**config.mk**
```make
export PLATFORM = sky130hd
export DESIGN_NAME = ysyx_22041071_idq
export DESIGN_NICKNAME = d
export VERILOG_FILES = /design/src/rtl/ysyx_22041071_pkg.sv /design/src/rtl/ysyx_22041071_id_fifo.sv /design/src/rtl/ysyx_22041071_idq.sv
export SDC_FILE = /design/constraint.sdc
export NUM_CORES = 1
export LEC_CHECK = 0
export BUFFER_PORTS_ARGS = -buffer_cell sky130_fd_sc_hd__buf_2
export CAP_MARGIN = 0
export CORE_AREA = 2 2 246 151
export DETAILED_ROUTE_END_ITERATION = 7
export DIE_AREA = 0 0 248 153
export PLACE_DENSITY = 0.76
export SLEW_MARGIN = 20
export SYNTH_ARGS = -nofsm -noshare
export SYNTH_HDL_FRONTEND = slang
export SYNTH_SLANG_ARGS = --single-unit
export TNS_END_PERCENT = 100
```
**constraint.sdc**
```tcl
create_clock -name clk -period 10.5 [get_ports clk]
set_input_delay 0 -clock clk [delete_from_list [all_inputs] [get_ports clk]]
set_output_delay 0 -clock clk [all_outputs]
set_load 0.05 [all_outputs]
```
**src/rtl/ysyx_22041071_pkg.sv**
```systemverilog
// Shared decode constants for the instruction-decode queue: opcodes, ALU codes,
// operand-select encodings and the bit positions of the out_ctrl bundle.
package ysyx_22041071_pkg;

  localparam logic [6:0] OPC_LUI       = 7'b0110111;
  localparam logic [6:0] OPC_AUIPC     = 7'b0010111;
  localparam logic [6:0] OPC_JAL       = 7'b1101111;
  localparam logic [6:0] OPC_JALR      = 7'b1100111;
  localparam logic [6:0] OPC_BRANCH    = 7'b1100011;
  localparam logic [6:0] OPC_LOAD      = 7'b0000011;
  localparam logic [6:0] OPC_STORE     = 7'b0100011;
  localparam logic [6:0] OPC_OP_IMM    = 7'b0010011;
  localparam logic [6:0] OPC_OP_IMM_32 = 7'b0011011;
  localparam logic [6:0] OPC_OP        = 7'b0110011;
  localparam logic [6:0] OPC_OP_32     = 7'b0111011;

  // blt/bltu reuse slt/sltu. Only twelve M codes fit below 'none', so remuw decodes illegal.
  typedef enum logic [4:0] {
    ALU_ADD, ALU_ADDW, ALU_SLL, ALU_SLLW, ALU_SRA, ALU_SRAW, ALU_SRL, ALU_SRLW,
    ALU_AND, ALU_OR, ALU_XOR, ALU_SLT, ALU_SLTU, ALU_BEQ, ALU_BNE, ALU_BGE,
    ALU_BGEU, ALU_SUB, ALU_SUBW,
    ALU_MUL, ALU_MULH, ALU_MULHSU, ALU_MULHU, ALU_DIV, ALU_DIVU, ALU_REM, ALU_REMU,
    ALU_MULW, ALU_DIVW, ALU_DIVUW, ALU_REMW,
    ALU_NONE = 5'h1f
  } alu_op_e;

  localparam logic [2:0] SRC1_REG  = 3'd0;
  localparam logic [2:0] SRC1_ZERO = 3'd4;
  localparam logic [2:0] SRC1_PC   = 3'd5;
  localparam logic [2:0] SRC2_REG  = 3'd0;
  localparam logic [2:0] SRC2_IMM  = 3'd1;
  localparam logic [2:0] SRC2_FOUR = 3'd5;

  localparam int CTRL_ILLEGAL  = 0;
  localparam int CTRL_REG_W_EN = 1;
  localparam int CTRL_WB_SEL   = 2;
  localparam int CTRL_MEM_W_EN = 3;
  localparam int CTRL_JALR     = 4;
  localparam int CTRL_BRCH     = 5;
  localparam int CTRL_SRC2_LSB = 6;
  localparam int CTRL_SRC1_LSB = 9;
  localparam int CTRL_W        = 12;

endpackage

```
**src/rtl/ysyx_22041071_id_fifo.sv**
```systemverilog
// Circular entry store for the decode queue; clear empties it in one cycle,
// the storage array itself is never initialised.
module ysyx_22041071_id_fifo #(
  parameter int WIDTH = 96,
  parameter int DEPTH = 4
) (
  input  logic             clk,
  input  logic             reset,
  input  logic             push,
  input  logic             pop,
  input  logic             clear,
  input  logic [WIDTH-1:0] wdata,
  output logic [WIDTH-1:0] rdata,
  output logic             full,
  output logic             empty
);
  localparam int AW = $clog2(DEPTH);

  logic [WIDTH-1:0] mem [DEPTH];
  logic [AW-1:0]    rptr;
  logic [AW-1:0]    wptr;
  logic [AW:0]      count;
  logic             do_push;
  logic             do_pop;

  assign full    = (count == (AW+1)'(DEPTH));
  assign empty   = (count == '0);
  assign do_push = push & ~full;
  assign do_pop  = pop & ~empty;
  assign rdata   = mem[rptr];

  // DEPTH is a power of two, so pointers wrap by plain overflow.
  always_ff @(posedge clk) begin
    if (reset || clear) begin
      rptr  <= '0;
      wptr  <= '0;
      count <= '0;
    end else begin
      if (do_push) wptr <= wptr + AW'(1);
      if (do_pop)  rptr <= rptr + AW'(1);
      case ({do_push, do_pop})
        2'b10:   count <= count + (AW+1)'(1);
        2'b01:   count <= count - (AW+1)'(1);
        default: count <= count;
      endcase
    end
  end

  always_ff @(posedge clk) begin
    if (!reset && !clear && do_push) mem[wptr] <= wdata;
  end

endmodule

```
**src/rtl/ysyx_22041071_idq.sv**
```systemverilog
// Instruction-decode queue: buffers fetched {pc, ins} and decodes the head entry.
// Define YSYX_22041071_M_EXT_EN to decode the RV64M multiply/divide group.
module ysyx_22041071_idq
  import ysyx_22041071_pkg::*;
#(
  parameter int XLEN  = 64,
  parameter int DEPTH = 4
) (
  input  logic            clk,
  input  logic            reset,
  input  logic            in_valid,
  output logic            in_ready,
  input  logic [XLEN-1:0] in_pc,
  input  logic [31:0]     in_ins,
  input  logic            flush,
  output logic            out_valid,
  input  logic            out_ready,
  output logic [XLEN-1:0] out_pc,
  output logic [31:0]     out_ins,
  output logic [4:0]      out_rs1,
  output logic [4:0]      out_rs2,
  output logic [4:0]      out_rd,
  output logic [XLEN-1:0] out_imm,
  output logic [11:0]     out_ctrl,
  output logic [4:0]      out_alu_ctrl,
  output logic            redirect,
  output logic [XLEN-1:0] redirect_pc
);
  // Handshake: a transfer happens on a rising edge where valid and ready are both high;
  // flush or a JAL leaving the head discards every entry, including any same-cycle push.
  logic [XLEN+31:0] head;
  logic             full, empty, push, pop, clear, jal_pop;
  logic [31:0]      ins;
  logic [6:0]       opcode;
  logic [2:0]       f3;
  logic [6:0]       f7;
  logic [XLEN-1:0]  imm_i, imm_s, imm_b, imm_u, imm_j;

  assign in_ready  = ~full;
  assign out_valid = ~empty;
  assign jal_pop   = out_valid & out_ready & ~flush & ~reset & (opcode == OPC_JAL);
  assign push      = in_valid & in_ready & ~flush & ~jal_pop;
  assign pop       = out_valid & out_ready & ~flush;
  assign clear     = flush | jal_pop;

  ysyx_22041071_id_fifo #(.WIDTH(XLEN + 32), .DEPTH(DEPTH)) u_fifo (
    .clk   (clk),
    .reset (reset),
    .push  (push),
    .pop   (pop),
    .clear (clear),
    .wdata ({in_pc, in_ins}),
    .rdata (head),
    .full  (full),
    .empty (empty)
  );

  assign out_pc  = head[XLEN+31:32];
  assign ins     = head[31:0];
  assign out_ins = ins;
  assign opcode  = ins[6:0];
  assign f3      = ins[14:12];
  assign f7      = ins[31:25];
  assign out_rs1 = ins[19:15];
  assign out_rs2 = ins[24:20];
  assign out_rd  = ins[11:7];

  assign imm_i = {{(XLEN-12){ins[31]}}, ins[31:20]};
  assign imm_s = {{(XLEN-12){ins[31]}}, ins[31:25], ins[11:7]};
  assign imm_b = {{(XLEN-13){ins[31]}}, ins[31], ins[7], ins[30:25], ins[11:8], 1'b0};
  assign imm_u = {{(XLEN-32){ins[31]}}, ins[31:12], 12'b0};
  assign imm_j = {{(XLEN-21){ins[31]}}, ins[31], ins[19:12], ins[20], ins[30:21], 1'b0};

  assign redirect    = jal_pop;
  assign redirect_pc = out_pc + imm_j;

  alu_op_e    alu;
  logic [2:0] src1, src2;
  logic       brch, jalr, mem_w, wb, reg_w, legal;

  always_comb begin
    out_imm = '0;
    alu = ALU_NONE;
    src1 = SRC1_REG;
    src2 = SRC2_REG;
    brch = 1'b0;
    jalr = 1'b0;
    mem_w = 1'b0;
    wb = 1'b0;
    reg_w = 1'b0;
    legal = 1'b1;
    case (opcode)
      OPC_LUI:   begin out_imm = imm_u; src1 = SRC1_ZERO; src2 = SRC2_IMM; alu = ALU_ADD; reg_w = 1'b1; end
      OPC_AUIPC: begin out_imm = imm_u; src1 = SRC1_PC; src2 = SRC2_IMM; alu = ALU_ADD; reg_w = 1'b1; end
      OPC_JAL:   begin out_imm = imm_j; src1 = SRC1_PC; src2 = SRC2_FOUR; alu = ALU_ADD; reg_w = 1'b1; end
      OPC_JALR: begin
        out_imm = imm_i; src1 = SRC1_PC; src2 = SRC2_FOUR; alu = ALU_ADD; jalr = 1'b1; reg_w = 1'b1;
        legal = (f3 == 3'b000);
      end
      OPC_BRANCH: begin
        out_imm = imm_b; brch = 1'b1;
        case (f3)
          3'b000:  alu = ALU_BEQ;
          3'b001:  alu = ALU_BNE;
          3'b100:  alu = ALU_SLT;
          3'b101:  alu = ALU_BGE;
          3'b110:  alu = ALU_SLTU;
          3'b111:  alu = ALU_BGEU;
          default: legal = 1'b0;
        endcase
      end
      OPC_LOAD: begin
        out_imm = imm_i; src2 = SRC2_IMM; alu = ALU_ADD; wb = 1'b1; reg_w = 1'b1;
        legal = (f3 != 3'b111);
      end
      OPC_STORE: begin
        out_imm = imm_s; src2 = SRC2_IMM; alu = ALU_ADD; mem_w = 1'b1;
        legal = ~f3[2];
      end
      OPC_OP_IMM: begin
        out_imm = imm_i; src2 = SRC2_IMM; reg_w = 1'b1;
        case (f3)
          3'b000: alu = ALU_ADD;
          3'b001: begin alu = ALU_SLL; legal = (ins[31:26] == 6'b000000); end
          3'b010: alu = ALU_SLT;
          3'b011: alu = ALU_SLTU;
          3'b100: alu = ALU_XOR;
          3'b101: begin
            alu = ins[30] ? ALU_SRA : ALU_SRL;
            legal = (ins[31] == 1'b0) && (ins[29:26] == 4'b0000);
          end
          3'b110: alu = ALU_OR;
          default: alu = ALU_AND;
        endcase
      end
      OPC_OP_IMM_32: begin
        out_imm = imm_i; src2 = SRC2_IMM; reg_w = 1'b1;
        case (f3)
          3'b000:  alu = ALU_ADDW;
          3'b001:  begin alu = ALU_SLLW; legal = (f7 == 7'b0000000); end
          3'b101:  begin alu = f7[5] ? ALU_SRAW : ALU_SRLW; legal = ({f7[6], f7[4:0]} == 6'b0); end
          default: legal = 1'b0;
        endcase
      end
      OPC_OP: begin
        reg_w = 1'b1;
        case (f7)
          7'b0000000: begin
            case (f3)
              3'b000:  alu = ALU_ADD;
              3'b001:  alu = ALU_SLL;
              3'b010:  alu = ALU_SLT;
              3'b011:  alu = ALU_SLTU;
              3'b100:  alu = ALU_XOR;
              3'b101:  alu = ALU_SRL;
              3'b110:  alu = ALU_OR;
              default: alu = ALU_AND;
            endcase
          end
          7'b0100000: begin
            case (f3)
              3'b000:  alu = ALU_SUB;
              3'b101:  alu = ALU_SRA;
              default: legal = 1'b0;
            endcase
          end
`ifdef YSYX_22041071_M_EXT_EN
          7'b0000001: alu = alu_op_e'(5'(ALU_MUL) + {2'b00, f3});
`endif
          default: legal = 1'b0;
        endcase
      end
      OPC_OP_32: begin
        reg_w = 1'b1;
        case ({f7, f3})
          {7'b0000000, 3'b000}: alu = ALU_ADDW;
          {7'b0000000, 3'b001}: alu = ALU_SLLW;
          {7'b0000000, 3'b101}: alu = ALU_SRLW;
          {7'b0100000, 3'b000}: alu = ALU_SUBW;
          {7'b0100000, 3'b101}: alu = ALU_SRAW;
`ifdef YSYX_22041071_M_EXT_EN
          {7'b0000001, 3'b000}: alu = ALU_MULW;
          {7'b0000001, 3'b100}: alu = ALU_DIVW;
          {7'b0000001, 3'b101}: alu = ALU_DIVUW;
          {7'b0000001, 3'b110}: alu = ALU_REMW;
`endif
          default: legal = 1'b0;
        endcase
      end
      default: legal = 1'b0;
    endcase
    // An illegal word must not write state or reach a functional unit.
    if (!legal) begin
      alu = ALU_NONE;
      src1 = SRC1_REG;
      src2 = SRC2_REG;
      brch = 1'b0;
      jalr = 1'b0;
      mem_w = 1'b0;
      wb = 1'b0;
      reg_w = 1'b0;
    end
  end

  assign out_alu_ctrl = alu;
  assign out_ctrl     = {src1, src2, brch, jalr, mem_w, wb, reg_w, ~legal};

endmodule

```
* Word level (Yosys, flattened, before mapping) *
Memory sizes are Yosys's and may differ from the RTL's. A register that Yosys moved wholly into a read port is not among the register bits.
Index checks and enable logic that the tools add are counted.

operators by class
  $add $sub $neg = 5
  equality and inequality tests = 27
  multiplexer cells = 38
  bitwise operators = 18
  reductions and logical operators = 25

operators by type and width
  cell                                                  count
  case mux 64 bit (5 select lines)                      1
  adder 64 bit                                          1
  case mux 5 bit (6 select lines)                       2
  case mux 4 bit (7 select lines)                       2
  equality test 7 x 6 -> 1 bit, second input constant   5
  case mux 5 bit (5 select lines)                       1
  equality test 7 x 5 -> 1 bit, second input constant   3
  equality test 7 bit, second input constant            3
  equality test 10 x 9 -> 1 bit, second input constant  2
  case mux 5 bit (2 select lines)                       2
  case mux 3 bit (2 select lines)                       3
  OR reduction 6 bit                                    3
  equality test 3 bit, second input constant            5
  two-way mux 1 bit                                     15
  case mux 5 bit (3 select lines)                       1
  logical NOT 6 bit                                     2
  equality test 10 x 1 -> 1 bit, second input constant  1
  equality test 10 x 3 -> 1 bit, second input constant  1
  logical NOT 10 bit                                    1
  bitwise AND 1 bit                                     9
  case mux 1 bit (9 select lines)                       1
  OR reduction 9 bit                                    1
  two-way mux 2 bit                                     4
  inverter 1 bit                                        8
  25 further kinds                                      36

word-level totals
  flip-flop bits (word level) = 7
  bits in writable memories = 384
  input bits = 101
  output and inout port bits = 259
  memories kept = 1

memory list
  name        words  width  rd ports  clocked after memory_dff  wr ports  line                         RTL
  u_fifo.mem  4      96     1         1                         1         ysyx_22041071_id_fifo.sv:19  logic [WIDTH-1:0] mem [DEPTH];

* Logic depth before layout (Yosys ltp) *
  depth in word-level cells = 12
  mapped depth = 17
  gate-level depth less buffers = 14

* Cells and area by module *
A second synthesis with hierarchy kept.

second synthesis, totals
  cells, all modules = 1318
  area total of the unflattened synthesis = 19313.5 um2

by module, submodules not included
  module                 instances  cells an instance  area an instance (um2)
  ysyx_22041071_id_fifo  1          557                14320.0
  ysyx_22041071_idq      1          761                4993.5

* Worst setup path after synthesis *
OpenSTA, ideal clock, no wires.

  path type = flip-flop to output port
  start = register with a tool-made name
  end = output out_imm[32]
  data arrival time = 5.869 ns
  required time = 10.500 ns
  path slack = 4.631 ns
  cell stages (with the launch flop) = 10
  cells stage by stage = dfxtp_1 -> buf_6 -> buf_12 -> mux4_1 -> nor2_1 -> nand2_1 -> nor3b_2 -> nor2_1 -> a21boi_0 -> buf_4

RTL lines
  item           line                     RTL
  end, declared  ysyx_22041071_idq.sv:23  output logic [XLEN-1:0] out_imm,

==> results.md <==
* Max rail drop VDD at 0.1214 mV
* Most area-hungry cell type in the Yosys netlist: edfxtp_1
* Cts bufs inserted at 37
* DRC viols at 0
* Die ar. at 37940 sq um
* Critical path type: flop to output pin
* Sum Neg Setup Slack at 0 ns
* WP data arrival at 6.71 ns
* Global-route wire length before repair at 77710 microns
* Initial antenna violation count at 4
* Top FF cell, synth: edfxtp_1
* Die W at 248 microns
* Ports at 360
* Share of layout cells above drive strength 1 at 30.02%
* Postcts setup bufs at 0
* WHS Path Cells at 2
* Largest net degree at the start of global routing at 54
* EDFF count, synth at 384
* Row Count at 54
* Clk pin slew, worst setup/hold paths at about 0.060 ns
* Period minus WS final at about 6.7 ns
* Pwr/cell area at 145.8 nW/um^2
* R2R depth at 10
* WL final at roughly 52000 microns
* Htree depth at 2
* Fmax at 149.0 MHz
* Final hold viol count at 0
* Seq/Total Area, Yosys at 60.55%
* Port Buffers at 357
* Height of the die at 153 microns
* Final setup violation count at 0
* Initial Util at between 50% and 60%
* Via density at 6.000
* Max-cap violations at 0
* Area grow syn2layout at 20.78%
* All-Layer GR Usage at 27.17%
* Startpoint Class: flop
* Core area at 35740 sq um
* Min-delay worst type: input pin to flop
* Fillcell total at 2596
* Power Total at ~3.4 mW
* Status: finished, final reports clean
* Synth warn at 0
* Asr flop ratio synth at 0%
* RSZ-0062 raised after global routing: no
* Nets at 1902
* CP max-delay cell: dfxtp_4
* Router iterations before antenna repair at 5
* Actual slew at the worst max-slew pin at approximately 0.9 ns
* CTS Hold Bufs at 103
* Dpl hpwl at 36190 microns
* CP max FO at 35
* Fin util at 65.36%
* Crit path required time at 10.50 ns
* Clock Skew at ~0.027 ns
* Gpl congestion at 0.9378
* Synth area leaders: edfxtp_1 60%, mux4_2 10%, ha_1 4.3%
* Leakage at 8.789 nW
* Max-Slew Margin vs Limit at 39.43%
* Part of the cycle the worst path needs at 63.94%
* Worst-Skew Late Latency at 0.55 ns
* CTS-repair resized insts at 0
* Post-synth top area share at between 50% and 60%
* Clock Tree Buf Depth at 3
* CTS root buf: clkbuf_16
* Total gr overflow at 0
* TritonCTS clock tree: done
* Drt wl/cell at 23.19 microns
* Syn Std Cell Area at 19340 sq um
* Crit-path cells: buf_4 > buf_4 > mux4_2 > ha_1 > nand4_1 > nor2_1 > nand2_1 > nor4_1 > o21ai_0 > a211oi_1 > o21ai_0 > o31ai_1 > xor2_1 > buf_2
* DR iter-0 viols at 1443
* ANT nets after route at 0
* Number of synthesized register bits at around 390
* Max incr delay on CP at 0.72 ns
* Vias in the first global route at 13020
* Synth cell types at 65
* Slew Viols, Final at 0
* Synthesized area per cell at between 10 and 15 sq um
* Vias at about 13000
* CTS Sinks at 393
* Endpoint class of the critical path: output pin
* Gate Count Post-Synth at 1332
-- cells in the final DEF, fill, tap and decap left out, drive strengths merged, types with 16 or more instances in the layout --
master,n
ha,67
edfxtp,384
nand2,89
clkbuf,49
dlygate4sd3,103
a21o,42
buf,366
xnor2,40
mux4,95
xor2,24
nor2b,17
a21oi,87
nor3,16
o21ai,53
inv,36
nor2,68
nand3,27
-- power breakdown --
group	switching (mW)	internal, mW	total (mW)
logic	0.247	0.110	0.356
registers	0.00284	1.73	1.73
clock network	0.562	0.755	1.32
-- cell usage after synthesis, types with 4 or more instances --
cell,instances
a21o_1,42
a31o_2,5
buf_1,11
ha_1,67
and3_1,5
mux4_1,8
xnor2_1,40
buf_6,5
nor2b_1,17
xor2_1,24
nand2b_1,6
o21ai_0,51
o21bai_1,13
o22ai_1,6
a221oi_1,4
nand3_1,27
a31oi_1,11
nor2_1,68
o21a_1,8
mux4_2,87
and2_1,15
or2_2,4
dfxtp_1,9
o211ai_1,10
a211oi_1,10
clkbuf_1,34
inv_1,35
edfxtp_1,384
nand2_1,89
or3_1,8
buf_4,56
nor3_1,15
nand3b_1,4
a21oi_1,87
nand4_1,13
a41oi_1,6
-- worst max-delay path, delay by kind of cell, from the launching register on --
family          cells  cell delay, ns
xor+xnor            1            0.16
fa+ha+maj           1            0.43
simple gates        4            1.02
compound gates      4            1.47
flops               1            0.72
mux                 1            0.64
buf+inv             3            1.64
-- cell type report --
type	instances	area, sq um	area share, %
antenna	3	7.507	0.03213
clock buffer	49	1013	4.338
clock inverter	17	161.4	0.6909
inverter	35	131.4	0.5623
multi-input combinational	796	6849	29.32
sequential	393	11720	50.16
tap	476	595.6	2.549
timing repair buffer	469	2885	12.35
-- sequential cells by signal, summed over array words and instances (netlist names), named ones only --
signal        cells
u_fifo.rptr       2
u_fifo.count      3
u_fifo.wptr       2
u_fifo.mem      384
-- final timing paths --
path,from,endpoint,slack (ns)
worst max-delay path,flop,redirect_pc[60],3.79
worst min-delay path,in_ins[13],u_fifo.mem[1][13]$_DFFE_PP_,0.21
worst max register to register,flop,u_fifo.mem[2][17]$_DFFE_PP_,5.35
worst min register to register,u_fifo.rptr[1]$_SDFFE_PP0P_,u_fifo.rptr[1]$_SDFFE_PP0P_,0.53
-- cells by family (layout without fill, tap and decap cells) --
group	Yosys count	in the layout	synth area share, %
compound gates	280	280	9.270
mux	100	100	11.49
flops	393	393	60.55
buf+inv	144	570	4.172
fa+ha+maj	69	69	4.541
other cells	1	5	0.01939
xor+xnor	64	64	2.898
simple gates	281	281	7.064
-- routing by layer --
| layer | vias up | GRT usage, % | routed length [microns] |
|---|---|---|---|
| met2 | 697 | 38.85 | 22300 |
| li1 | 5960 | - | - |
| met1 | 6679 | 41.25 | 22860 |
| met4 | 4 | 7.556 | 1241 |
| met3 | 87 | 7.199 | 5457 |
| met5 | - | 0 | 30 |
-- stage by stage --
stage          hold slack [ns]  area, sq um  worst slack (ns)  instances
3_3_place_gp            0.2113        21140             4.383       2066
2_1_floorplan          0.09887        19350             4.631       1333
5_1_grt                 0.2040        23360             3.176       2236
4_1_cts                 0.1837        23350             3.755       2235
6_report                0.2129        23360             3.787       2238
3_5_place_dp            0.2187        21140             4.347       2066
No activity file was read; power rests on OpenSTA's default activity.
